<file path="config.mk">
export PLATFORM = sky130hd
export DESIGN_NAME = alu_sequencer
export DESIGN_NICKNAME = d
export VERILOG_FILES = /design/src/rtl/alu_sequencer_pkg.sv /design/src/rtl/alu_seq_regfile.sv /design/src/rtl/alu_sequencer.sv
export SDC_FILE = /design/constraint.sdc
export NUM_CORES = 1
export LEC_CHECK = 0
export ABC_CLOCK_PERIOD_IN_PS = 1960
export CAP_MARGIN = 20
export CORE_AREA = 2 2 164 126
export CTS_CLUSTER_DIAMETER = 120
export DETAILED_ROUTE_END_ITERATION = 10
export DIE_AREA = 0 0 166 128
export PLACE_DENSITY = 0.76
export SLEW_MARGIN = 0
export SYNTH_ARGS = -nofsm -noshare
export SYNTH_HDL_FRONTEND = slang
export SYNTH_SLANG_ARGS = --single-unit
</file>
<file path="constraint.sdc">
create_clock -name clock -period 1.96 [get_ports clock]
set_input_delay 0.294 -clock clock [delete_from_list [all_inputs] [get_ports clock]]
set_output_delay 0.294 -clock clock [all_outputs]
set_load 0.03 [all_outputs]
</file>
<file path="src/rtl/alu_sequencer_pkg.sv">
// Shared definitions for the ALU sequencer: datapath width, instruction field
// positions, opcode encodings, FSM state encoding and decode helpers.
package alu_sequencer_pkg;

    localparam int WORD_SIZE = 16;
    localparam int NUM_REGS  = 8;
    localparam int REG_AW    = 3;
    localparam int OPC_W     = 5;

    // Instruction field positions
    localparam int OPC_MSB = 15;
    localparam int OPC_LSB = 11;
    localparam int RD_MSB  = 10;
    localparam int RD_LSB  = 8;
    localparam int RS1_MSB = 7;
    localparam int RS1_LSB = 5;
    localparam int RS2_MSB = 4;
    localparam int RS2_LSB = 2;
    localparam int IMM_MSB = 4;
    localparam int IMM_LSB = 0;

    // Opcodes understood by the downstream ALU
    localparam logic [OPC_W-1:0] OPC_NOT  = 5'd0;
    localparam logic [OPC_W-1:0] OPC_AND  = 5'd1;
    localparam logic [OPC_W-1:0] OPC_OR   = 5'd2;
    localparam logic [OPC_W-1:0] OPC_XOR  = 5'd3;
    localparam logic [OPC_W-1:0] OPC_ADD  = 5'd4;
    localparam logic [OPC_W-1:0] OPC_ADDI = 5'd5;
    localparam logic [OPC_W-1:0] OPC_SUB  = 5'd6;
    localparam logic [OPC_W-1:0] OPC_ANDI = 5'd7;
    localparam logic [OPC_W-1:0] OPC_EQ   = 5'd8;
    localparam logic [OPC_W-1:0] OPC_LT   = 5'd9;

    // Sequencer FSM states
    typedef enum logic [1:0] {
        ST_IDLE = 2'd0,
        ST_EXEC = 2'd1,
        ST_WB   = 2'd2
    } seq_state_e;

    // Immediate-format instructions take input2 from imm5 instead of rs2
    function automatic logic is_itype(input logic [OPC_W-1:0] opc);
        return (opc == OPC_ADDI) || (opc == OPC_ANDI);
    endfunction

    // Opcodes the sequencer will issue; everything else is flagged illegal
    function automatic logic is_supported(input logic [OPC_W-1:0] opc);
        return opc inside {OPC_NOT, OPC_AND, OPC_OR, OPC_XOR, OPC_ADD,
                           OPC_ADDI, OPC_SUB, OPC_ANDI, OPC_EQ, OPC_LT};
    endfunction

endpackage

</file>
<file path="src/rtl/alu_seq_regfile.sv">
// 8 x WORD_SIZE register file for the ALU sequencer: two combinational
// operand read ports, one combinational debug read port and one write port.
// r0 is hard-wired to zero; writes addressed to it are dropped.
module alu_seq_regfile
    import alu_sequencer_pkg::*;
(
    input  logic                 clock,
    input  logic                 reset_n,
    input  logic                 we_i,
    input  logic [REG_AW-1:0]    waddr_i,
    input  logic [WORD_SIZE-1:0] wdata_i,
    input  logic [REG_AW-1:0]    raddr1_i,
    input  logic [REG_AW-1:0]    raddr2_i,
    input  logic [REG_AW-1:0]    dbg_addr_i,
    output logic [WORD_SIZE-1:0] rdata1_o,
    output logic [WORD_SIZE-1:0] rdata2_o,
    output logic [WORD_SIZE-1:0] dbg_data_o
);

    logic [WORD_SIZE-1:0] regs_q [NUM_REGS];

    // Register storage: cleared on reset, r0 never written
    always_ff @(posedge clock or negedge reset_n) begin
        if (!reset_n) begin
            for (int i = 0; i < NUM_REGS; i++) begin
                regs_q[i] <= '0;
            end
        end else if (we_i && (waddr_i != '0)) begin
            regs_q[waddr_i] <= wdata_i;
        end
    end

    assign rdata1_o   = (raddr1_i   == '0) ? '0 : regs_q[raddr1_i];
    assign rdata2_o   = (raddr2_i   == '0) ? '0 : regs_q[raddr2_i];
    assign dbg_data_o = (dbg_addr_i == '0) ? '0 : regs_q[dbg_addr_i];

endmodule

</file>
<file path="src/rtl/alu_sequencer.sv">
// ALU sequencer: accepts register-format instructions, reads operands from
// the local register file, drives the external ALU for ALU_LATENCY edges and
// writes the ALU result back to rd.
// Optional build macro ALU_SEQ_FLAGS_EN adds flag_zero / flag_lt outputs.
module alu_sequencer
    import alu_sequencer_pkg::*;
#(
    parameter int ALU_LATENCY = 2
) (
    input  logic                 clock,
    input  logic                 reset_n,
    input  logic                 instr_valid,
    output logic                 instr_ready,
    input  logic [15:0]          instr,
    input  logic                 init_we,
    input  logic [REG_AW-1:0]    init_addr,
    input  logic [WORD_SIZE-1:0] init_data,
    output logic [OPC_W-1:0]     alu_opcode,
    output logic [WORD_SIZE-1:0] alu_input1,
    output logic [WORD_SIZE-1:0] alu_input2,
    output logic                 alu_enable,
    input  logic [WORD_SIZE-1:0] alu_out,
    output logic                 result_valid,
    output logic [WORD_SIZE-1:0] result_data,
    output logic                 illegal_op,
    input  logic [REG_AW-1:0]    dbg_addr,
    output logic [WORD_SIZE-1:0] dbg_data,
    output logic [1:0]           dbg_state
`ifdef ALU_SEQ_FLAGS_EN
    ,
    output logic                 flag_zero,
    output logic                 flag_lt
`endif
);

    localparam logic [2:0] LAT = 3'(ALU_LATENCY);

    // Handshake: an instruction transfers on a rising edge where
    // instr_valid && instr_ready; instr_ready is high only in IDLE (and never
    // during reset), so instr is ignored while an instruction is in flight.

    seq_state_e           state_q, state_d;
    logic [2:0]           cnt_q, cnt_d;
    logic [OPC_W-1:0]     opc_q, opc_d;
    logic [REG_AW-1:0]    rd_q, rd_d;
    logic [WORD_SIZE-1:0] in1_q, in1_d;
    logic [WORD_SIZE-1:0] in2_q, in2_d;
    logic [WORD_SIZE-1:0] result_q, result_d;
    logic                 result_valid_q, result_valid_d;
    logic                 illegal_q, illegal_d;

    logic                 rf_we;
    logic [REG_AW-1:0]    rf_waddr;
    logic [WORD_SIZE-1:0] rf_wdata;
    logic [WORD_SIZE-1:0] rs1_data, rs2_data;

    logic [OPC_W-1:0]     instr_opc;
    logic [REG_AW-1:0]    instr_rd, instr_rs1, instr_rs2;
    logic [WORD_SIZE-1:0] instr_imm;
    logic                 handshake;
    logic                 wb_fire;

    assign instr_opc = instr[OPC_MSB:OPC_LSB];
    assign instr_rd  = instr[RD_MSB:RD_LSB];
    assign instr_rs1 = instr[RS1_MSB:RS1_LSB];
    assign instr_rs2 = instr[RS2_MSB:RS2_LSB];
    assign instr_imm = {{(WORD_SIZE-5){1'b0}}, instr[IMM_MSB:IMM_LSB]};

    assign instr_ready = (state_q == ST_IDLE) && reset_n;
    assign handshake   = instr_valid && instr_ready;
    assign wb_fire     = (state_q == ST_EXEC) && (cnt_q == LAT);

    alu_seq_regfile u_regfile (
        .clock      (clock),
        .reset_n    (reset_n),
        .we_i       (rf_we),
        .waddr_i    (rf_waddr),
        .wdata_i    (rf_wdata),
        .raddr1_i   (instr_rs1),
        .raddr2_i   (instr_rs2),
        .dbg_addr_i (dbg_addr),
        .rdata1_o   (rs1_data),
        .rdata2_o   (rs2_data),
        .dbg_data_o (dbg_data)
    );

    // State and datapath registers
    always_ff @(posedge clock or negedge reset_n) begin
        if (!reset_n) begin
            state_q        <= ST_IDLE;
            cnt_q          <= '0;
            opc_q          <= '0;
            rd_q           <= '0;
            in1_q          <= '0;
            in2_q          <= '0;
            result_q       <= '0;
            result_valid_q <= 1'b0;
            illegal_q      <= 1'b0;
        end else begin
            state_q        <= state_d;
            cnt_q          <= cnt_d;
            opc_q          <= opc_d;
            rd_q           <= rd_d;
            in1_q          <= in1_d;
            in2_q          <= in2_d;
            result_q       <= result_d;
            result_valid_q <= result_valid_d;
            illegal_q      <= illegal_d;
        end
    end

    // Next-state, operand capture, write-back and preload selection
    always_comb begin
        state_d        = state_q;
        cnt_d          = cnt_q;
        opc_d          = opc_q;
        rd_d           = rd_q;
        in1_d          = in1_q;
        in2_d          = in2_q;
        result_d       = result_q;
        result_valid_d = 1'b0;
        illegal_d      = 1'b0;
        rf_we          = 1'b0;
        rf_waddr       = rd_q;
        rf_wdata       = alu_out;

        unique case (state_q)
            ST_IDLE: begin
                if (handshake) begin
                    if (is_supported(instr_opc)) begin
                        opc_d = instr_opc;
                        rd_d  = instr_rd;
                        in1_d = rs1_data;
                        if (instr_opc == OPC_NOT) begin
                            in2_d = '0;
                        end else if (is_itype(instr_opc)) begin
                            in2_d = instr_imm;
                        end else begin
                            in2_d = rs2_data;
                        end
                        cnt_d   = 3'd1;
                        state_d = ST_EXEC;
                    end else begin
                        illegal_d = 1'b1;
                    end
                end else if (init_we) begin
                    rf_we    = 1'b1;
                    rf_waddr = init_addr;
                    rf_wdata = init_data;
                end
            end
            ST_EXEC: begin
                if (wb_fire) begin
                    rf_we          = 1'b1;
                    result_d       = alu_out;
                    result_valid_d = 1'b1;
                    cnt_d          = '0;
                    state_d        = ST_WB;
                end else begin
                    cnt_d = cnt_q + 3'd1;
                end
            end
            ST_WB: begin
                state_d = ST_IDLE;
            end
            default: begin
                state_d = ST_IDLE;
            end
        endcase
    end

    assign alu_opcode   = opc_q;
    assign alu_input1   = in1_q;
    assign alu_input2   = in2_q;
    assign alu_enable   = (state_q == ST_EXEC);
    assign result_valid = result_valid_q;
    assign result_data  = result_q;
    assign illegal_op   = illegal_q;
    assign dbg_state    = state_q;

`ifdef ALU_SEQ_FLAGS_EN
    logic flag_zero_q, flag_lt_q;

    // Result flags, updated only on write-back
    always_ff @(posedge clock or negedge reset_n) begin
        if (!reset_n) begin
            flag_zero_q <= 1'b0;
            flag_lt_q   <= 1'b0;
        end else if (wb_fire) begin
            flag_zero_q <= (alu_out == '0);
            if (opc_q == OPC_LT) begin
                flag_lt_q <= alu_out[0];
            end
        end
    end

    assign flag_zero = flag_zero_q;
    assign flag_lt   = flag_lt_q;
`endif

endmodule

</file>
* Word level (Yosys, flattened, before mapping) *
Cells that the tools add are included.

storage, ports and cells
  bits in registers = 191
  bits of input ports = 58
  word-level logic and storage cells = 98

operators by class
  add/subtract/negate cells = 1
  order comparisons = 5
  eq/ne operators = 14
  mux-type cells = 39
  bitwise logic cells = 4
  reduce and logical (&&, ||, !) cells = 18

operators with widths
  operator                                                  number
  two-way mux 16 bit                                        15
  binary-select mux 16 bit (select 3 bit)                   3
  bitwise mux 128 bit                                       1
  demux 16 bit (select 3 bit)                               1
  == test 5 x 3 -> 1 bit, second input constant             4
  two-way mux 3 bit                                         6
  greater-or-equal comparator 4 bit, second input constant  4
  NOT 3 -> 4 bit                                            4
  == test 5 x 2 -> 1 bit, second input constant             2
  == test 5 x 4 -> 1 bit, second input constant             2
  nonzero test 10 bit                                       1
  logical NOT 3 bit                                         3
  AND reduction 3 bit                                       3
  two-way mux 1 bit                                         7
  two-way mux 2 bit                                         3
  case mux 3 bit (2 select lines)                           1
  == test 5 x 1 -> 1 bit, second input constant             1
  logical AND 1 bit                                         5
  logical NOT 5 bit                                         1
  < comparator 4 x 1 -> 1 bit, second input constant        1
  inequality test 2 x 1 -> 1 bit, second input constant     2
  case mux 2 bit (2 select lines)                           1
  adder 3 x 1 -> 3 bit, second input constant               1
  == test 3 x 2 -> 1 bit, second input constant             1
  other kinds (8)                                           8

* Depth between registers and ports, before layout *
Gate-level depths: netlist of run 1.

  depth in word-level cells = 11
  gate-level depth with buffers = 8

* Modules after synthesis *
A second synthesis of run 1 with hierarchy kept.

second synthesis, totals
  cell total of the unflattened synthesis = 765
  area total of the unflattened synthesis = 10084.7 µm²

modules (own cells, without submodules)
  module           times used  cells an instance  area each (µm²)  seq. area each (µm²)
  alu_seq_regfile  1           564                7195.7           2802.7
  alu_sequencer    1           201                2889.0           1576.5

* Worst setup path before layout of run 1 *
OpenSTA, ideal clock, no wires.

  kind = in2out
  start = input dbg_addr[1]
  end = output dbg_data[15]
  data arrival time = 1.921 ns
  data required time = 1.666 ns
  setup slack = -0.255 ns
  cell stages on the path = 6
  path buffers = 3
  path through = clkbuf_1 > nor2b_1 > clkbuf_1 > clkbuf_1 > a22oi_1 > o21ai_0

on the way
  longest elaborated chain between the ends = 5

ends and longest elaborated chain
  item                                                   RTL line               text
  from (decl)                                            alu_sequencer.sv:26    input logic [REG_AW-1:0] dbg_addr,
  NOT 3 -> 4 bit (implied by the code)                   alu_seq_regfile.sv:35  assign dbg_data_o = (dbg_addr_i == '0) ? '0 : regs_q[dbg_addr_i];
  binary-select mux 16 bit (select 3 bit)                alu_seq_regfile.sv:35
  two-way mux 16 bit (implied by the code) (2 in a row)  alu_seq_regfile.sv:35
  two-way mux 16 bit *                                   alu_seq_regfile.sv:35
  to (decl)                                              alu_sequencer.sv:27    output logic [WORD_SIZE-1:0] dbg_data,

Mark *: on every way between the ends. The rest lies on a longest branch, timed or not. The select of a mux whose other input is x is not followed.

* Worst setup path in the final report of run 1 *
  start = register cnt_q[0]
  end = register u_regfile.regs_q[67] in the netlist's numbering

on the way
  longest elaborated chain between the ends = 5

ends and longest elaborated chain
  item                             RTL line               text
  from (decl)                      alu_sequencer.sv:43    logic [2:0] cnt_q, cnt_d;
  from (signal assigned)           alu_sequencer.sv:101   cnt_q <= cnt_d;
  == test 3 x 2 -> 1 bit           alu_sequencer.sv:71    assign wb_fire = (state_q == ST_EXEC) && (cnt_q == LAT);
  logical AND 1 bit                alu_sequencer.sv:71
  two-way mux 1 bit                alu_sequencer.sv:153   if (wb_fire) begin
  case mux 1 bit (2 select lines)  alu_sequencer.sv:127   unique case (state_q)
  logical AND 1 bit                alu_seq_regfile.sv:28  end else if (we_i && (waddr_i != '0)) begin
  to (signal, indexed assignment)  alu_seq_regfile.sv:29  regs_q[waddr_i] <= wdata_i;
  to (decl)                        alu_seq_regfile.sv:20  logic [WORD_SIZE-1:0] regs_q [NUM_REGS];

Every way passes these cells.
A chain may end at the register's enable or synchronous reset.

==> reports/results.ini, run 1 <==
[synth]
synth_edf_count = 0
synth_top_family_by_area = multiplexers
synth-compound-area-share_pct = 11.25
syn-mean-instance-area_sq_um = 13.00
netlist_area_sq_um = 9634
synth_seq_cells = 175
synth_seq_area_share_pct = 45.45
async_flop_share_pct = 100.0
synthFlopType = dfrtp_1
syn_inst = 741
synth.area.top_cells = dfrtp_1 45%, mux2_2 18%, mux4_2 11%
synthMuxAreaShare_pct = 33.12
synthSimpleGateAreaFrac_pct = 6.156
yosysTopAreaCellShare_pct = 45.45
synth_warnings = 0
synth_nets = 801
post-synth-top-area-cell = dfrtp_1
synthXorXnorAreaFrac_pct = 0
ys_types = 58
synth_fa_ha_area_share_pct = 0.2597

[timing]
rsz0062_at_grt = yes
fmax_ghz = 0.4499
fin_ws_ps = -262.7
skew_ps = 12.42
drv_slew = 0
finalCriticalPeriod_ps = 2223
finalSetupViolations = 116
relSlewSlack_pct = 48.86
hold_viol_final = 0
finalCritPeriodShare_pct = 113.4
tightest_slew_ps = 767.2

[worst_setup_path]
rr_worst_depth = 9
slowest_stage = dfrtp_1
cp-startpoint = cnt_q[0]$_DFFE_PN0P_
r2r_slack_ps = -260
worstSetupPathType = reg -> reg
slowest_delay_ps = 380
r2r_end = u_regfile.regs_q[67]$_DFFE_PN0P_
crit_chain = inv_1 > ha_2 > and4bb_2 > buf_6 > nand3b_1 > buf_4 > o22ai_4 > clkbuf_16 > mux2_4
cp-end-kind = flop
cp_max_fo = 8
crit_required_ps = 2280
worstSetupStartpointType = flop
endpoint = u_regfile.regs_q[67]$_DFFE_PN0P_
reg2reg_from = cnt_q[0]$_DFFE_PN0P_
arrival_ps = 2540

[global_routing]
grt_pass1_wl_um = 44250
grt_overflow_total = 0
met2_usage_pct = 40.59
antenna_found_initial = 1
grt_max_degree = 105
met3_usage_pct = 8.120
busiest_layer = met2
grt_usage_pct = 27.34
grt_pass1_vias = 7479
use_met1_pct = 39.46

[final_layout]
stdcell_count = 1275
nets = 1064
fillCellCount = 1290
multi_input_area_sq_um = 5532
area_growth_pct = 45.09
layout_commonest_cell = dfrtp_1
seqCellArea_sq_um = 4383
utilization_pct = 70.73
drive_gt1_share_pct = 49.66
final_cell_mix = 172 x dfrtp_1, 141 x buf_4, 109 x clkdlybuf4s50_1
diodes = 0

[drt]
drc = 0
vias = 7937
drt-initial-drc-count = 725
routed_via_density = 6.225
wl_per_cell_um = 24.97
first_pass_iters = 7
drt-total-wl_um = 31840
drtAntennaViolNets = 0

[clock_tree]
clock_latency_ps = 440
root_buffer = clkbuf_16
h-tree-depth = 4
cts_tree = yes
cts_num_sinks = 175
numCtsBuffers = 17
clk_pin_slew_worst_paths_ps = 70
cts_buffer_depth = 2

[die]
fp.dieH_um = 128
io_pins = 133
core.rowCount = 45
die_x_um = 166
coreArea_sq_um = 19760
initial_core_util_pct = 48.75
die_area_sq_um = 21250

[power_and_ir_drop]
p_sw_uw = 7826
power_density_nw_per_um2 = 1527
clkPwrFrac_pct = 16.6
power_uw = 21340
seq_power_share_pct = 33.4
p_comb_share_pct = 50.0
irDropWorstVdd_mv = 1.111
intPower_uw = 13520
p_leak_uw = 0.006000
switching_share_pct = 36.67

[placement]
port-buffer-count = 132
hpwlAfterDp_um = 18450
placed_cells_incl_taps = 1176
place_ws_ps = -344.6
routabilityCongestion = 0.8702

[flow_run]
max_cap_viol_count = 0

[outcome]
run_status = finished, violations left
violations = negative setup slack

[worst_hold_path]
hp-class = in -> async

==> repair_timing <==
item | CTS | global route
pin swaps | 1 | 9
setup endpoints to repair | 139 | 130
resized for setup | 33 | 133
hold buffers | 1 | 0
setup buffers | 13 | 50
cloned | 3 | 3
endpoints found under the hold margin | 11 | 0
==> power groups by stage <==
stage	Combinational, uW	Clock [uW]	Sequential [uW]
global route	11200	3720	7270
finish	10700	3550	7130
global placement	8170	0	6950
floorplan	4280	0	7650
detailed placement	8330	0	7040
CTS	8740	3560	6980
==> per-layer routing <==
metal  up-vias  share of wire, %
met4         0               3.2
met5         -                 0
met3        82                10
met2       471                43
li1       3345                 -
met1      4039                43
==> flip-flops by register name, summed over array words and instances, names as in the netlist <==
signal and flops:
u_regfile.regs_q 112, alu_input1 16, alu_input2 16, result_data 16
alu_opcode 5, cnt_q 3, rd_q 3, dbg_state 2
illegal_op 1, result_valid 1
==> layout make-up <==
class	count	area share, %
inverter	23	0.6176
timing repair buffer	302	21.74
clock buffer	24	3.661
tap	258	2.309
sequential	175	31.36
multi-input combinational	485	39.57
clock inverter	8	0.7429
==> cells in the mapped netlist, types with 4 or more instances <==
master    number
dfrtp_1      175
nor2_1         4
mux2_1        38
o21ai_0       23
a22o_1        10
mux4_2        45
buf_1          6
inv_1         23
mux2_2       150
a221oi_1      30
a21oi_1       22
mux2i_1        6
buf_4          5
nor2b_1       20
o31ai_1       16
nand2_1       51
buf_2         14
a22oi_1       12
clkbuf_1      30
==> worst min-delay path by stage <==
stage	startpoint	end	slack, ps	cells past startpoint
2_1_floorplan	reset_n	alu_input1[0]$_DFFE_PN0P_	-2	0
3_5_place_dp	reset_n	alu_input2[0]$_DFFE_PN0P_	290	2
4_1_cts	reset_n	u_regfile.regs_q[44]$_DFFE_PN0P_	160	3
3_3_place_gp	reset_n	alu_input2[0]$_DFFE_PN0P_	290	2
5_1_grt	reset_n	u_regfile.regs_q[78]$_DFFE_PN0P_	160	3
6_report	reset_n	u_regfile.regs_q[78]$_DFFE_PN0P_	90	3
==> cell families after synthesis <==
group | count (synthesis)
AOI/OAI and AO/OA | 138
muxes | 239
DFF | 175
adders and majority gates | 2
buffers and inverters | 81
and+or+nand+nor | 106
==> metrics by stage <==
stage	cell area [sq um]	hold WS, ps	setup TNS, ps
finish	13980	90.09	-20780
global route	13980	161.7	-25950
CTS	13060	157.3	-10890
detailed placement	12130	285.5	-34730
global placement	12130	285.2	-35760
floorplan	9704	-1.591	-2541
==> worst max-delay path, delay by kind of cell, from the launching register on <==
kind / cells / cell delay, ps
AOI/OAI and AO/OA: 1 / 230
adders and majority gates: 1 / 190
buffers and inverters: 4 / 600
DFF: 1 / 380
muxes: 1 / 310
and+or+nand+nor: 2 / 380
(Power assumes the default switching activity.)
==> run 2: changes to the inputs <==
--- a/config.mk
+++ b/config.mk
@@ -16,3 +16,4 @@
 export SYNTH_ARGS = -nofsm -noshare
 export SYNTH_HDL_FRONTEND = slang
 export SYNTH_SLANG_ARGS = --single-unit
+export TNS_END_PERCENT = 10
==> constraint.sdc (replaced) <==
create_clock -name clock -period 1.96 [get_ports clock]
set_input_delay 0.196 -clock clock [delete_from_list [all_inputs] [get_ports clock]]
set_output_delay 0.196 -clock clock [all_outputs]
set_load 0.03 [all_outputs]
==> run 2 against run 1 <==
Net effect:
- the run still ends with negative setup slack left
- register-to-register slack better by 90 ps
- cell count is 6.6% lower
- count of clock-buffer cells in the layout is 3 lower
- routed wire length is 14% lower
- largest power group unchanged
==> reports/results.ini, run 2 (synthesized netlist as in run 1, its figures left out) <==
[power_and_ir_drop]
irDropWorstVdd_mv = 0.9521
p_leak_uw = 0.005219
power_density_nw_per_um2 = 1501
power_uw = 19130

[die]
coreArea_sq_um = 19760
io_pins = 133
core.rowCount = 45
initial_core_util_pct = 48.75
fp.dieH_um = 128
die_x_um = 166
die_area_sq_um = 21250

[outcome]
run_status = finished, violations left
violations = negative setup slack

[drt]
vias = 7449
first_pass_iters = 5
drc = 0
routed_via_density = 6.254
drtAntennaViolNets = 0
wl_per_cell_um = 23.05
drt-initial-drc-count = 886
drt-total-wl_um = 27450

[worst_setup_path]
cp-end-kind = flop
arrival_ps = 2450
crit_chain = inv_2 > ha_4 > and4bb_1 > or4b_4 > o31ai_4 > buf_4 > buf_12 > mux2_4
worstSetupStartpointType = flop
slowest_stage = or4b_4
critPathBufInv = 3
cp_max_fo = 8
slowest_delay_ps = 480
worstSetupPathType = reg -> reg
path_delay_family = simple AND/OR/NAND/NOR gates
crit_required_ps = 2280

[final_layout]
nets = 980
seqCellArea_sq_um = 4382
drive_gt1_share_pct = 39.01
area_growth_pct = 32.29
utilization_pct = 64.49
max_flop_register = u_regfile.regs_q
final_cell_mix = 173 x dfrtp_1, 141 x mux2_2, 110 x clkdlybuf4s50_1
layout_commonest_cell = dfrtp_1
diodes = 0
multi_input_area_sq_um = 5030
largest_reg_flops = 112
fillCellCount = 1415

[global_routing]
grt_pass1_wl_um = 43140
busiest_layer = met2
met2_usage_pct = 38.15
grt_overflow_total = 0
met3_usage_pct = 8.984
grt_usage_pct = 26.58
grt_max_degree = 128
use_met1_pct = 38.00
antenna_found_initial = 0
grt_pass1_vias = 7418

[timing]
finalSetupViolations = 103
hold_viol_final = 0
finalCriticalPeriod_ps = 2136
fin_ws_ps = -176.1
fmax_ghz = 0.4681
skew_ps = 9.641
relSlewSlack_pct = 55.00
rsz0062_at_grt = yes
drv_slew = 0
whs_ps = 125.6
finalCritPeriodShare_pct = 109.0
tightest_slew_ps = 675.1

[placement]
routabilityCongestion = 0.8811
port-buffer-count = 132
hpwlAfterDp_um = 18210

[clock_tree]
clk_pin_slew_worst_paths_ps = 70
cts_num_sinks = 175
numCtsBuffers = 17
clock_latency_ps = 440
cts_buffer_depth = 2
root_buffer = clkbuf_16
cts_tree = yes
h-tree-depth = 4

[flow_run]
max_cap_viol_count = 0

[worst_hold_path]
hp-class = in -> async

-- run 2: final timing paths --
check	start	end	slack, ps	cells after the start
max reg2reg	cnt_q[0]$_DFFE_PN0P_	u_regfile.regs_q[86]$_DFFE_PN0P_	-180	8
max in group asynchronous	reset_n	dbg_state[0]$_DFFE_PN0P_	780	4
min	reset_n	cnt_q[2]$_DFFE_PN0P_	130	2
max	cnt_q[0]$_DFFE_PN0P_	u_regfile.regs_q[86]$_DFFE_PN0P_	-180	8
min in group clock	instr[8]	rd_q[0]$_DFFE_PN0P_	290	3
min reg2reg	alu_opcode[1]$_DFFE_PN0P_	alu_opcode[1]$_DFFE_PN0P_	480	2
-- run 2: per-layer routing --
| metal | up-vias | share of wire [%] |
|---|---|---|
| li1 | 3202 | - |
| met1 | 3807 | 45 |
| met5 | - | 0 |
| met2 | 400 | 42 |
| met3 | 40 | 11 |
| met4 | 0 | 2.1 |
-- run 2: layout make-up --
class | count | area share [%]
clock buffers | 21 | 3.456
clock inverters | 11 | 1.306
inverters | 23 | 0.6774
multi-input cells | 485 | 39.47
flip-flops and latches | 175 | 34.38
well taps | 258 | 2.533
repair buffers | 218 | 18.18
-- run 2: repair_timing --
item	CTS	global route
pin swaps	2	3
cloned	1	0
gates resized for setup	29	9
hold buffers	1	0
setup buffers	1	3
setup endpoints to repair	150	119
hold endpoints to repair	2	0
-- run 2: where the power goes --
| part | internal (uW) | switching [uW] | leakage (uW) |
|---|---|---|---|
| Combinational | 4610 | 3850 | 0.00284 |
| Sequential | 5420 | 1710 | 0.00209 |
| Clock | 2130 | 1420 | 0.000287 |
-- run 2: through the flow --
| stage | setup TNS, ps | setup WS (ps) | std cells | area [sq um] |
|---|---|---|---|---|
| floorplan | -4041 | -107.9 | 741 | 9641 |
| global placement | -16840 | -150.4 | 1153 | 11940 |
| detailed placement | -20030 | -183.8 | 1153 | 11940 |
| CTS | -11910 | -171.6 | 1188 | 12680 |
| global route | -15990 | -222.5 | 1191 | 12740 |
| finish | -8453 | -176.1 | 1191 | 12740 |
